<file path="src/rtl/instr_pkg.sv">
`default_nettype none
// +----------------------------------------------------------------------+
// | instr_pkg : opcodes, format and FSM types shared by the encoder      |
// | rev 1.0                                                              |
// +----------------------------------------------------------------------+
package instr_pkg;

    localparam logic [6:0] OP_LOAD   = 7'b0000011;
    localparam logic [6:0] OP_IMM    = 7'b0010011;
    localparam logic [6:0] OP_STORE  = 7'b0100011;
    localparam logic [6:0] OP_BRANCH = 7'b1100011;
    localparam logic [6:0] OP_JAL    = 7'b1101111;
    localparam logic [6:0] OP_JALR   = 7'b1100111;
    localparam logic [6:0] OP_REG    = 7'b0110011;

    typedef enum logic [2:0] {FMT_R, FMT_I, FMT_S, FMT_B, FMT_J, FMT_BAD} fmt_e;

    typedef enum logic [1:0] {IDLE, RUN, DRAIN, DONE} state_e;

    function automatic fmt_e fmt_of(input logic [6:0] op);
        case (op)
            OP_LOAD, OP_IMM, OP_JALR: return FMT_I;
            OP_STORE:                 return FMT_S;
            OP_BRANCH:                return FMT_B;
            OP_JAL:                   return FMT_J;
            OP_REG:                   return FMT_R;
            default:                  return FMT_BAD;
        endcase
    endfunction

endpackage
`default_nettype wire

</file>
<file path="src/rtl/imm_pack.sv">
`default_nettype none
// +----------------------------------------------------------------------+
// | imm_pack : combinational RV32I field packer with legality flag       |
// | rev 1.0                                                              |
// +----------------------------------------------------------------------+
module imm_pack
    import instr_pkg::*;
(
    input  logic [6:0]  i_opcode,
    input  logic [4:0]  i_rd,
    input  logic [4:0]  i_rs1,
    input  logic [4:0]  i_rs2,
    input  logic [2:0]  i_funct3,
    input  logic [6:0]  i_funct7,
    input  logic [31:0] i_imm,
    output logic [31:0] o_word,
    output logic        o_legal
);

    fmt_e w_fmt;
    logic w_fit12;
    logic w_fit13;
    logic w_fit21;

    assign w_fmt = fmt_of(i_opcode);

    // A value fits in N signed bits when all bits from N-1 upward agree.
    assign w_fit12 = (&i_imm[31:11]) | ~(|i_imm[31:11]);
    assign w_fit13 = (&i_imm[31:12]) | ~(|i_imm[31:12]);
    assign w_fit21 = (&i_imm[31:20]) | ~(|i_imm[31:20]);

    always_comb begin
        o_word  = 32'd0;
        o_legal = 1'b0;
        case (w_fmt)
            FMT_R: begin
                o_word  = {i_funct7, i_rs2, i_rs1, i_funct3, i_rd, i_opcode};
                o_legal = 1'b1;
            end
            FMT_I: begin
                o_word  = {i_imm[11:0], i_rs1, i_funct3, i_rd, i_opcode};
                o_legal = w_fit12;
            end
            FMT_S: begin
                o_word  = {i_imm[11:5], i_rs2, i_rs1, i_funct3, i_imm[4:0], i_opcode};
                o_legal = w_fit12;
            end
            FMT_B: begin
                o_word  = {i_imm[12], i_imm[10:5], i_rs2, i_rs1, i_funct3,
                           i_imm[4:1], i_imm[11], i_opcode};
                o_legal = w_fit13 & ~i_imm[0];
            end
            FMT_J: begin
                o_word  = {i_imm[20], i_imm[10:1], i_imm[11], i_imm[19:12], i_rd, i_opcode};
                o_legal = w_fit21 & ~i_imm[0];
            end
            default: begin
                o_word  = 32'd0;
                o_legal = 1'b0;
            end
        endcase
    end

endmodule
`default_nettype wire

</file>
<file path="src/rtl/instr_encoder.sv">
`default_nettype none
// +----------------------------------------------------------------------+
// | instr_encoder : streams packed RV32I words into instruction memory   |
// | rev 1.0                                                              |
// +----------------------------------------------------------------------+
module instr_encoder
    import instr_pkg::*;
#(
    parameter int ADDR_W = 10
) (
    input  logic              clk_i,
    input  logic              rst_ni,
    input  logic              start_i,
    input  logic [ADDR_W-1:0] base_addr_i,
    input  logic              in_valid_i,
    output logic              in_ready_o,
    input  logic              in_last_i,
    input  logic [6:0]        opcode_i,
    input  logic [4:0]        rd_i,
    input  logic [4:0]        rs1_i,
    input  logic [4:0]        rs2_i,
    input  logic [2:0]        funct3_i,
    input  logic [6:0]        funct7_i,
    input  logic [31:0]       imm_i,
    output logic              imem_we_o,
    output logic [ADDR_W-1:0] imem_addr_o,
    output logic [31:0]       imem_wdata_o,
    input  logic              imem_ready_i,
    output logic              busy_o,
    output logic              done_o,
    output logic              err_o,
    output logic [7:0]        err_cnt_o
);

    state_e            r_state;
    state_e            w_state_nxt;
    logic              r_we;
    logic [ADDR_W-1:0] r_addr;
    logic [31:0]       r_wdata;
    logic              r_err;
    logic [7:0]        r_err_cnt;

    logic [31:0]       w_word;
    logic              w_legal;
    logic              w_ready;
    logic              w_accept;
    logic              w_wr_done;
    logic              w_start;

    imm_pack u_imm_pack (
        .i_opcode (opcode_i),
        .i_rd     (rd_i),
        .i_rs1    (rs1_i),
        .i_rs2    (rs2_i),
        .i_funct3 (funct3_i),
        .i_funct7 (funct7_i),
        .i_imm    (imm_i),
        .o_word   (w_word),
        .o_legal  (w_legal)
    );

    assign w_start   = (r_state == IDLE) && start_i;
    assign w_wr_done = r_we && imem_ready_i;
    assign w_ready   = (r_state == RUN) && (!r_we || imem_ready_i);
    assign w_accept  = in_valid_i && w_ready;

    always_comb begin
        w_state_nxt = r_state;
        case (r_state)
            IDLE:    if (start_i) w_state_nxt = RUN;
            RUN:     if (w_accept && in_last_i) w_state_nxt = DRAIN;
            DRAIN:   if (!r_we) w_state_nxt = DONE;
            DONE:    w_state_nxt = IDLE;
            default: w_state_nxt = IDLE;
        endcase
    end

    always_ff @(posedge clk_i or negedge rst_ni) begin
        if (!rst_ni) begin
            r_state <= IDLE;
        end else begin
            r_state <= w_state_nxt;
        end
    end

    // A reload in the same cycle as a completed write keeps r_we high: no bubble.
    always_ff @(posedge clk_i or negedge rst_ni) begin
        if (!rst_ni) begin
            r_we      <= 1'b0;
            r_wdata   <= 32'd0;
            r_addr    <= '0;
            r_err     <= 1'b0;
            r_err_cnt <= 8'd0;
        end else begin
            if (w_accept && w_legal) begin
                r_we    <= 1'b1;
                r_wdata <= w_word;
            end else if (w_wr_done) begin
                r_we    <= 1'b0;
            end

            if (w_start) begin
                r_addr <= base_addr_i;
            end else if (w_wr_done) begin
                r_addr <= r_addr + 1'b1;
            end

            if (w_start) begin
                r_err     <= 1'b0;
                r_err_cnt <= 8'd0;
            end else if (w_accept && !w_legal) begin
                r_err <= 1'b1;
                if (r_err_cnt != 8'hFF) begin
                    r_err_cnt <= r_err_cnt + 8'd1;
                end
            end
        end
    end

    assign in_ready_o   = w_ready;
    assign imem_we_o    = r_we;
    assign imem_addr_o  = r_addr;
    assign imem_wdata_o = r_wdata;
    assign busy_o       = (r_state != IDLE);
    assign done_o       = (r_state == DONE);
    assign err_o        = r_err;
    assign err_cnt_o    = r_err_cnt;

endmodule
`default_nettype wire

</file>
<file path="config.mk">
export PLATFORM = sky130hd
export DESIGN_NAME = instr_encoder
export DESIGN_NICKNAME = d
export VERILOG_FILES = /design/src/rtl/instr_pkg.sv /design/src/rtl/imm_pack.sv /design/src/rtl/instr_encoder.sv
export SDC_FILE = /design/constraint.sdc
export NUM_CORES = 1
export LEC_CHECK = 0
export ABC_CLOCK_PERIOD_IN_PS = 2420
export BUFFER_PORTS_ARGS = -buffer_cell sky130_fd_sc_hd__buf_2
export CAP_MARGIN = 10
export CELL_PAD_IN_SITES_DETAIL_PLACEMENT = 1
export CELL_PAD_IN_SITES_GLOBAL_PLACEMENT = 1
export CORE_MARGIN = 2
export CORE_UTILIZATION = 36
export DETAILED_ROUTE_END_ITERATION = 10
export HOLD_SLACK_MARGIN = 0.08
export PLACE_DENSITY = 0.88
export SLEW_MARGIN = 15
export SYNTH_ARGS = -nofsm -noshare
export SYNTH_HDL_FRONTEND = slang
export SYNTH_SLANG_ARGS = --single-unit
</file>
<file path="constraint.sdc">
create_clock -name clk_i -period 2.42 [get_ports clk_i]
set_input_delay 0.484 -clock clk_i [delete_from_list [all_inputs] [get_ports clk_i]]
set_output_delay 0.484 -clock clk_i [all_outputs]
set_load 0.005 [all_outputs]
</file>
== Word-level counts from Yosys, hierarchy flattened ==
Cells that the tools add are included.

* Register bits after elaboration: 54
* Output and inout port bits: 55
* Logic and storage cells: 78
* Bits of input ports: 80

* Add/subtract/negate cells: 2
* Reduce and logical (&&, ||, !) cells: 27
* Mux-type cells: 16
* Bitwise logic cells: 9
* Eq/ne operators: 18

{| class="wikitable"
|+ Operators by type and width
! kind !! number
|-
| $pmux 32 s5 || 1
|-
| $mux 8 || 3
|-
| $eq 7x7->1 const B || 3
|-
| $reduce_and 21->1 || 1
|-
| $reduce_or 21->1 || 1
|-
| $mux 10 || 2
|-
| $reduce_and 20->1 || 1
|-
| $reduce_or 20->1 || 1
|-
| $pmux 3 s5 || 1
|-
| $eq 7x6->1 const B || 2
|-
| $reduce_and 12->1 || 1
|-
| $reduce_or 12->1 || 1
|-
| $add 10x1->10 const B || 1
|-
| $reduce_bool 2->1 || 5
|-
| $add 8x1->8 const B || 1
|-
| $ne 8x8->1 const B || 1
|-
| $pmux 2 s4 || 1
|-
| $eq 7x2->1 const B || 1
|-
| $eq 7x5->1 const B || 1
|-
| $logic_and 1x1->1 || 7
|-
| $eq 3x2->1 const B || 2
|-
| $mux 2 || 3
|-
| $eq 2x2->1 const B || 2
|-
| $mux 1 || 4
|-
| other kinds (17) || 25
|}

== Depth between registers and ports, before layout ==
Gate-level depths: netlist of run 1.

* Word-level depth: 10
* Gate-level depth with buffers: 7
* Mapped depth without buffers: 7

== Cells and area by module ==
From an unflattened synthesis of run 1, not the netlist that was laid out.

* Cell total of the unflattened synthesis: 284
* Area total of the unflattened synthesis: 3002.9 µm²

{| class="wikitable"
|+ Modules (own cells, without submodules)
! module !! seq. area each (µm²) !! area an instance (µm²) !! times used !! cells an instance
|-
| instr_encoder || 1351.3 || 2424.8 || 1 || 202
|-
| imm_pack || 0.0 || 578.1 || 1 || 82
|}

== Least setup slack after synthesis of run 1 ==
Ideal clock, no wire load.

* Kind: input -> register
* Start: input port imm_i[17]
* End: register r_wdata[10] (netlist: imem_wdata_o[10])
* Buffers on the path: 1
* Data required time: 2.295 ns
* Path slack: 0.211 ns
* Stages: 7
* Library setup time: 0.125 ns
* Arrival time: 2.084 ns
* Path through: or4_1 > nor3_1 > a22oi_1 > nor2_4 > o21ai_4 > buf_6 > mux2_4

* Cells in the longest elaborated chain, start to end: 6
* Elaborated cells on any way between the ends: 11
* Those cells by class: 1 x mux; 5 x bitwise; 5 x reduce/logical

{| class="wikitable"
|+ Ends and longest elaborated chain
! item !! RTL line !! RTL
|-
| start: declaration || instr_encoder.sv:24 || <nowiki>input logic [31:0] imm_i,</nowiki>
|-
| $reduce_or 20->1 || imm_pack.sv:29 || <nowiki>assign w_fit13 = (&i_imm[31:12]) | ~(|i_imm[31:12]);</nowiki>
|-
| $not 1->1 || imm_pack.sv:29 ||
|-
| $or 1x1->1 || imm_pack.sv:29 ||
|-
| $and 1x1->1 || imm_pack.sv:51 || <nowiki>o_legal = w_fit13 & ~i_imm[0];</nowiki>
|-
| $pmux 1 s4 * || imm_pack.sv:35 || <nowiki>case (w_fmt)</nowiki>
|-
| $logic_and 1x1->1 * || instr_encoder.sv:95 || <nowiki>if (w_accept && w_legal) begin</nowiki>
|-
| end signal: assignment || instr_encoder.sv:97 || <nowiki>r_wdata <= w_word;</nowiki>
|-
| end: declaration || instr_encoder.sv:39 || <nowiki>logic [31:0] r_wdata;</nowiki>
|}

Every way passes the cells marked *; elsewhere a longest branch is shown, timed or not.
A chain may end at the register's enable or synchronous reset.

== Worst setup path in the final report of run 1 ==
* Start: input port imm_i[17]
* End: register r_wdata[17] (netlist: imem_wdata_o[17])

* Cells in the longest elaborated chain, start to end: 6
* Elaborated cells on any way between the ends: 12
* Those cells by class: 2 x mux; 5 x bitwise; 5 x reduce/logical

{| class="wikitable"
|+ Ends and longest elaborated chain
! item !! RTL line
|-
| $reduce_or 20->1 || imm_pack.sv:29
|-
| $not 1->1 || imm_pack.sv:29
|-
| $or 1x1->1 || imm_pack.sv:29
|-
| $and 1x1->1 || imm_pack.sv:51
|-
| $pmux 1 s4 || imm_pack.sv:35
|-
| $logic_and 1x1->1 || instr_encoder.sv:95
|}

Parallel ways exist; a longest one is shown, timed or not.

==> impl_metrics.py, run 1 <==
metrics = {
    "outcome": {
        "status": "completed",
    },
    "layout": {
        "stdcell_area_mm2": 0.004083,
        "diodes": 0,
        "syn2layout_area_growth_pct": 31.63,
        "final_nets": 510,
        "fill_cells": 972,
        "drive_above_1_share": 0.4599,
    },
    "setup_path": {
        "cp.required_ns": 2.62,
        "cp_max_fo": 11,
        "setup.worst_path.class": "in2reg",
        "startpoint_type": "primary input",
        "max_stage_delay_ns": 0.57,
        "crit_buf_inv": 2,
        "arrival_ns": 2.43,
        "cp-end-kind": "flip-flop",
        "reg2regPathDepth": 6,
        "cpLargestDelayFamily": "simple AND/OR/NAND/NOR gates",
        "r2r_setup_slack_ns": 0.26,
        "rr_startpoint": "r_state[1]$_DFFE_PN0P_",
        "cp_cell_sequence": "buf_2 -> or4_1 -> nor3_1 -> a22oi_1 -> nor2_4 -> o21ai_4 -> buf_4 -> mux2_4",
        "r2r-end": "err_cnt_o[7]$_DFFE_PN0P_",
        "cpMaxStageDelayCell": "or4_1",
    },
    "floorplanning": {
        "die_width_um": 96.82,
        "fp.coreArea_mm2": 0.008299,
        "initial_core_util": 0.3737,
        "design.die.area_mm2": 0.009374,
        "io_pins": 135,
        "die_h_um": 96.82,
        "fp-row-count": 33,
    },
    "synth": {
        "synthAdderAreaFrac": 0.02824,
        "ys_types": 47,
        "synth_mux_area_frac": 0.1585,
        "synth_compound_area_frac": 0.1380,
        "synth-xor-area-share": 0.02541,
        "ys_seq_area_frac": 0.4357,
        "syn_area_mm2": 0.003102,
        "yosys_warnings": 0,
        "syn-num-nets": 366,
        "synth_top_family_by_area": "simple AND/OR/NAND/NOR gates",
        "syn_area_per_cell_um2": 11.12,
        "yosys.area_share.simple": 0.1823,
        "synth-seq-cells": 54,
        "synthCells": 279,
    },
    "grt": {
        "grt_pass1_wl_um": 15150,
        "globalRouteOverflowTotal": 0,
        "grt_max_degree": 23,
        "antenna_found_initial": 0,
        "grt_pass1_vias": 2969,
        "grt_use_total": 0.1963,
    },
    "route": {
        "route.detailed.wl_per_inst_um": 17.47,
        "vias_per_cell": 5.416,
        "wirelength_um": 9241,
        "vias": 2865,
        "ant_nets": 0,
        "drtPass1Iterations": 4,
        "drtIter0Drc": 68,
        "drc": 0,
    },
    "run": {
        "maxCapViolCount": 0,
    },
    "clocking": {
        "cts_sinks": 54,
        "post_cts_resized": 0,
        "clk_path_buf_depth": 2,
        "cts-root-buf": "clkbuf_8",
        "hold_buffers": 0,
        "htreeDepth": 2,
        "cts_tree": "yes",
        "cts_setup_buffers": 0,
        "cts.clk_slew.worst_paths_ns": 0.11,
        "numCtsBuffers": 5,
        "worst_skew_pair.late_latency_ns": 0.31,
    },
    "place": {
        "dpl-instance-area_mm2": 0.003966,
        "dp_hpwl_um": 7319,
        "gp_congestion": 0.8160,
        "port_buffers": 134,
    },
    "sta": {
        "finalCritPeriodShare": 0.9205,
        "rsz0062_at_grt": "no",
        "hold_viol": 0,
        "timing.final.crit_period_ns": 2.228,
        "hold_slack_ns": 0.1053,
        "finalSetupViolCount": 0,
        "skew_ns": 0.008715,
        "relSlewSlack": 0.5456,
        "max_clock_freq_mhz": 448.9,
        "tightest_slew_ns": 0.6817,
        "maxSlewViolCount": 0,
    },
    "power_and_ir_drop": {
        "swShare": 0.3341,
        "p_switching_uw": 862.5,
        "internal_power_mw": 1.719,
        "power_frac_clock": 0.247,
        "pwr-share-seq": 0.460,
        "combPwrFrac": 0.293,
        "ir_drop_v": 0.0003369,
        "p_leak_nw": 2.203,
        "power_density_mw_per_mm2": 632.2,
    },
    "hold_path": {
        "hp-class": "in2async",
    },
}
==> power by group through the flow <==
stage	clock network, mW	logic (mW)	registers [mW]
final	0.638	0.756	1.19
after global routing	0.688	0.853	1.22
after CTS	0.651	0.765	1.19
after detailed placement	0	0.751	1.20
after global placement	0	0.702	1.19
after floorplan	0	0.382	1.18
==> cell usage after synthesis (all sizes together) <==
cell type	n	area, um^2
o31ai	2	15.01
mux2i	6	60.06
a21oi	3	15.01
or4b	1	10.01
mux2	30	431.7
o211a	1	10.01
buf	4	38.78
nand4	6	37.54
o41ai	1	8.760
o311ai	1	8.760
nand2b	7	43.79
a21o	1	7.510
o211ai	2	15.01
nor4	7	43.79
and4	2	17.52
nand3b	3	35.03
ha	7	87.58
xnor2	3	26.28
nor4b	1	15.01
xor2	6	52.55
a31oi	1	6.260
and3	7	43.79
or3	4	25.02
nand3	6	30.03
nor3	8	40.04
or4	6	45.04
o21ai	14	81.33
o21a	1	7.510
a22o	23	201.4
or2	3	18.77
nor2	4	22.52
a22oi	3	22.52
clkbuf	8	30.03
dfrtp	54	1351
nand2	27	101.4
o32a	1	10.01
o2bb2ai	1	8.760
a222oi	1	10.01
inv	8	30.03
and2	3	18.77
nand4b	2	17.52
==> metal layers <==
layer / global-route usage / wire length [um] / vias to the layer above
li1: - / - / 1327
met4: 0.03142 / 59 / 0
met5: 0 / 0 / -
met2: 0.3499 / 4691 / 107
met1: 0.2532 / 3979 / 1426
met3: 0.03468 / 511 / 5
==> logic make-up after synthesis <==
group                    Yosys count
XOR/XNOR                           9
buffers and inverters             20
adder cells (fa/ha/maj)            7
multiplexers                      36
AND/OR/NAND/NOR                   97
AO/OA/AOI/OAI                     56
flip-flops                        54
==> area by class of cell <==
class,count,area [um^2],area share
timing repair buffer,149,795.8,0.1949
clock inverter,3,47.55,0.01165
clock buffer,5,68.82,0.01686
inverter,8,30.03,0.007355
sequential,54,1351,0.3310
tap,105,131.4,0.03218
multi-input combinational,205,1658,0.4061
==> state kept, by name, summed over array words and instances, names as in the netlist <==
name,flops
imem_wdata_o,32
imem_addr_o,10
err_cnt_o,8
r_state,2
err_o,1
imem_we_o,1
==> per-stage QoR <==
stage	util	std cells	worst slack, ns	TNS (ns)	power [mW]
finish	0.4919	529	0.1924	0	2.581
global route	0.4919	529	0.1121	0	2.756
CTS	0.4919	529	0.1936	0	2.606
detailed placement	0.4779	521	-0.1437	-3.763	1.954
global placement	0.4779	521	-0.01022	-0.06996	1.887
floorplan	-	279	0.2106	0	1.564
==> how the worst max path moves through the flow <==
| stage | start | end | slack, ns | cells after the start |
|---|---|---|---|---|
| floorplan | imm_i[17] | imem_wdata_o[10]$_DFFE_PN0P_ | 0.21 | 7 |
| global placement | imm_i[17] | imem_wdata_o[13]$_DFFE_PN0P_ | -0.01 | 8 |
| detailed placement | imm_i[17] | imem_wdata_o[13]$_DFFE_PN0P_ | -0.14 | 8 |
| CTS | imm_i[17] | imem_wdata_o[13]$_DFFE_PN0P_ | 0.19 | 8 |
| global route | r_state[1]$_DFFE_PN0P_ | err_cnt_o[7]$_DFFE_PN0P_ | 0.11 | 6 |
| finish | imm_i[17] | imem_wdata_o[17]$_DFFE_PN0P_ | 0.19 | 8 |
==> cell usage in the layout, fill, tap and decap left out, types with 7 or more instances in the layout <==
| master | n |
|---|---|
| inv_1 | 8 |
| buf_4 | 14 |
| mux2_4 | 25 |
| a22o_1 | 23 |
| ha_1 | 7 |
| and3_1 | 7 |
| buf_2 | 134 |
| nand2_1 | 27 |
| o21ai_0 | 12 |
| nor3_1 | 8 |
| nand2b_1 | 7 |
| dfrtp_1 | 54 |
No activity file was read; power rests on OpenSTA's default activity.
==> run 2, diff against run 1 <==
- ABC_AREA: default -> 1
- CORE_UTILIZATION: 36 -> 33
- PLACE_DENSITY: 0.88 -> 0.87
==> impl_metrics.py, run 2 <==
metrics = {
    "sta": {
        "hold_viol": 0,
        "finalCritPeriodShare": 0.8499,
        "skew_ns": 0.009437,
        "hold_slack_ns": 0.1416,
        "timing.final.crit_period_ns": 2.057,
        "tns_ns": 0,
        "finalSetupViolCount": 0,
        "max_clock_freq_mhz": 486.2,
        "relSlewSlack": 0.4298,
        "tightest_slew_ns": 0.8487,
        "maxSlewViolCount": 0,
        "rsz0062_at_grt": "no",
    },
    "grt": {
        "grt_pass1_vias": 3586,
        "grt_use_met3": 0.04788,
        "grt_use_total": 0.2015,
        "grt_max_degree": 52,
        "gr-max-usage-layer": "met2",
        "globalRouteOverflowTotal": 0,
        "met2_usage": 0.3598,
        "grtUsageMet1": 0.2491,
        "antenna_found_initial": 1,
        "grt_pass1_wl_um": 16740,
    },
    "synth": {
        "synthCells": 437,
        "syn_area_mm2": 0.003167,
        "synth_ff_type": "dfrtp_1",
        "yosys_warnings": 0,
        "syn-num-nets": 524,
        "synth_compound_area_frac": 0.1561,
        "yosysMostFrequentCell": "nand2_1",
        "synth_edf_count": 0,
        "synth-xor-area-share": 0.01659,
        "syn_area_per_cell_um2": 7.247,
        "yosys.area_share.simple": 0.2908,
        "synth-seq-cells": 54,
        "ys_seq_area_frac": 0.4267,
        "synthAdderAreaFrac": 0.02766,
        "ys_types": 30,
        "synthTopCellsByCount": "nand2_1, nor2_1, dfrtp_1",
        "synth_top_family_by_area": "simple AND/OR/NAND/NOR gates",
        "synth.top_cell.area_share": 0.4267,
        "synth_mux_area_frac": 0,
        "synth_area_leaders": "dfrtp_1, nand2_1, nor2_1, inv_1, nand3_1",
        "synthArstFlopShare": 1.000,
        "synth_top_cell_by_area": "dfrtp_1",
    },
    "setup_path": {
        "cp_common_cell": "a21oi_1",
        "startpoint_type": "flip-flop",
        "max_stage_delay_ns": 0.41,
        "cp.required_ns": 2.59,
        "cpMaxStageDelayCell": "dfrtp_1",
        "cp_cell_sequence": "inv_1 -> ha_1 -> inv_1 -> nor3_2 -> a21oi_1 -> a21oi_1 -> o21ai_0 -> nor3_1 -> a21oi_1",
        "cp-end-kind": "flip-flop",
        "arrival_ns": 2.23,
        "cp_max_fo": 4,
        "r2r_setup_slack_ns": 0.36,
        "setup.worst_path.class": "reg2reg",
    },
    "route": {
        "vias_per_cell": 4.911,
        "wirelength_um": 10330,
        "ant_nets": 0,
        "drtIter0Drc": 82,
        "drc": 0,
        "vias": 3457,
        "route.detailed.wl_per_inst_um": 14.67,
        "drtPass1Iterations": 4,
    },
    "power_and_ir_drop": {
        "p_leak_nw": 2.269,
        "power_density_mw_per_mm2": 696.7,
        "ir_drop_v": 0.0002376,
    },
    "clocking": {
        "hold_buffers": 0,
        "cts_sinks": 54,
        "htreeDepth": 2,
        "worst_skew_pair.late_latency_ns": 0.31,
        "cts-root-buf": "clkbuf_8",
        "cts.clk_slew.worst_paths_ns": 0.11,
        "clk_path_buf_depth": 2,
        "cts_tree": "yes",
        "numCtsBuffers": 5,
    },
    "floorplanning": {
        "design.die.area_mm2": 0.01040,
        "io_pins": 135,
        "initial_core_util": 0.3411,
        "fp.coreArea_mm2": 0.009284,
        "die_width_um": 102.0,
        "fp-row-count": 35,
        "die_h_um": 102.0,
    },
    "hold_path": {
        "hp-class": "in2async",
    },
    "outcome": {
        "status": "completed",
    },
    "layout": {
        "diodes": 0,
        "largest_register_ffs": 32,
        "syn2layout_area_growth_pct": 29.79,
        "final_nets": 661,
        "final_cell_mix": "buf_2, nand2_1, nor2_1, dfrtp_1, inv_1",
        "drive_above_1_share": 0.2696,
        "multi_input_area_mm2": 0.001560,
        "final_common_cell": "buf_2",
        "fill_cells": 1263,
        "seq_area_mm2": 0.001351,
    },
    "place": {
        "dp_hpwl_um": 8299,
        "port_buffers": 134,
        "gp_congestion": 0.8046,
    },
    "run": {
        "maxCapViolCount": 0,
    },
}
==> run 2: final timing paths <==
path | startpoint | endpoint | depth (start not counted)
max in group asynchronous | rst_ni | imem_wdata_o[28]$_DFFE_PN0P_ | 2
setup reg to reg | r_state[1]$_DFFE_PN0P_ | r_state[0]$_DFFE_PN0P_ | 9
hold / removal | rst_ni | imem_wdata_o[17]$_DFFE_PN0P_ | 1
min in group clk_i | imem_ready_i | imem_we_o$_DFFE_PN0P_ | 2
setup / recovery | r_state[1]$_DFFE_PN0P_ | r_state[0]$_DFFE_PN0P_ | 9
hold reg to reg | imem_wdata_o[0]$_DFFE_PN0P_ | imem_wdata_o[0]$_DFFE_PN0P_ | 1
==> run 2: what timing repair did <==
item | CTS | global route
resized for setup | 0 | 1
setup endpoints to repair | 0 | 8
buffers inserted | 0 | 0
==> run 2: worst max-delay path, delay by kind of cell, from the launching register on <==
kind	cells	cell delay, ns
and+or+nand+nor	2	0.59
adders and majority gates	1	0.16
buffers and inverters	2	0.20
AOI/OAI and AO/OA	4	0.57
DFF	1	0.41
==> run 2: cell type report <==
cell class,instances,share of cell area
Timing Repair Buffer,141,0.1790
Clock buffer,7,0.01857
Tap cell,129,0.03927
Sequential cell,54,0.3288
Clock inverter,1,0.007306
Multi-Input combinational cell,320,0.3796
Inverter,52,0.04749
==> run 2: metal layers <==
metal	wire length, um	up-vias
met1	4424	1659
met5	7	-
met3	614	8
li1	-	1689
met2	5212	99
met4	72	2
==> run 2: metrics by stage <==
step           setup slack (ns)  area [um^2]  total power, mW  utilization  cells
2_1_floorplan            0.6000         3167            1.798            -    437
3_3_place_gp             0.2322         3999            2.173       0.4307    696
5_1_grt                  0.1678         4110            3.090       0.4427    704
6_report                 0.3632         4110            2.864       0.4427    704
3_5_place_dp             0.1716         3999            2.273       0.4307    696
4_1_cts                  0.2002         4105            2.894       0.4422    704
==> run 2: kinds of logic (layout without fill, tap and decap cells) <==
family | Yosys count | count (layout)
fa+ha+maj | 7 | 7
buf+inv | 63 | 201
simple gates | 221 | 221
flops | 54 | 54
xor+xnor | 6 | 6
compound gates | 86 | 86
==> run 2: power breakdown <==
group | total, mW | internal (mW) | switching (mW)
Sequential | 1.22 | 1.06 | 0.162
Clock | 0.620 | 0.311 | 0.309
Combinational | 1.02 | 0.417 | 0.606
Total | 2.86 | 1.79 | 1.08
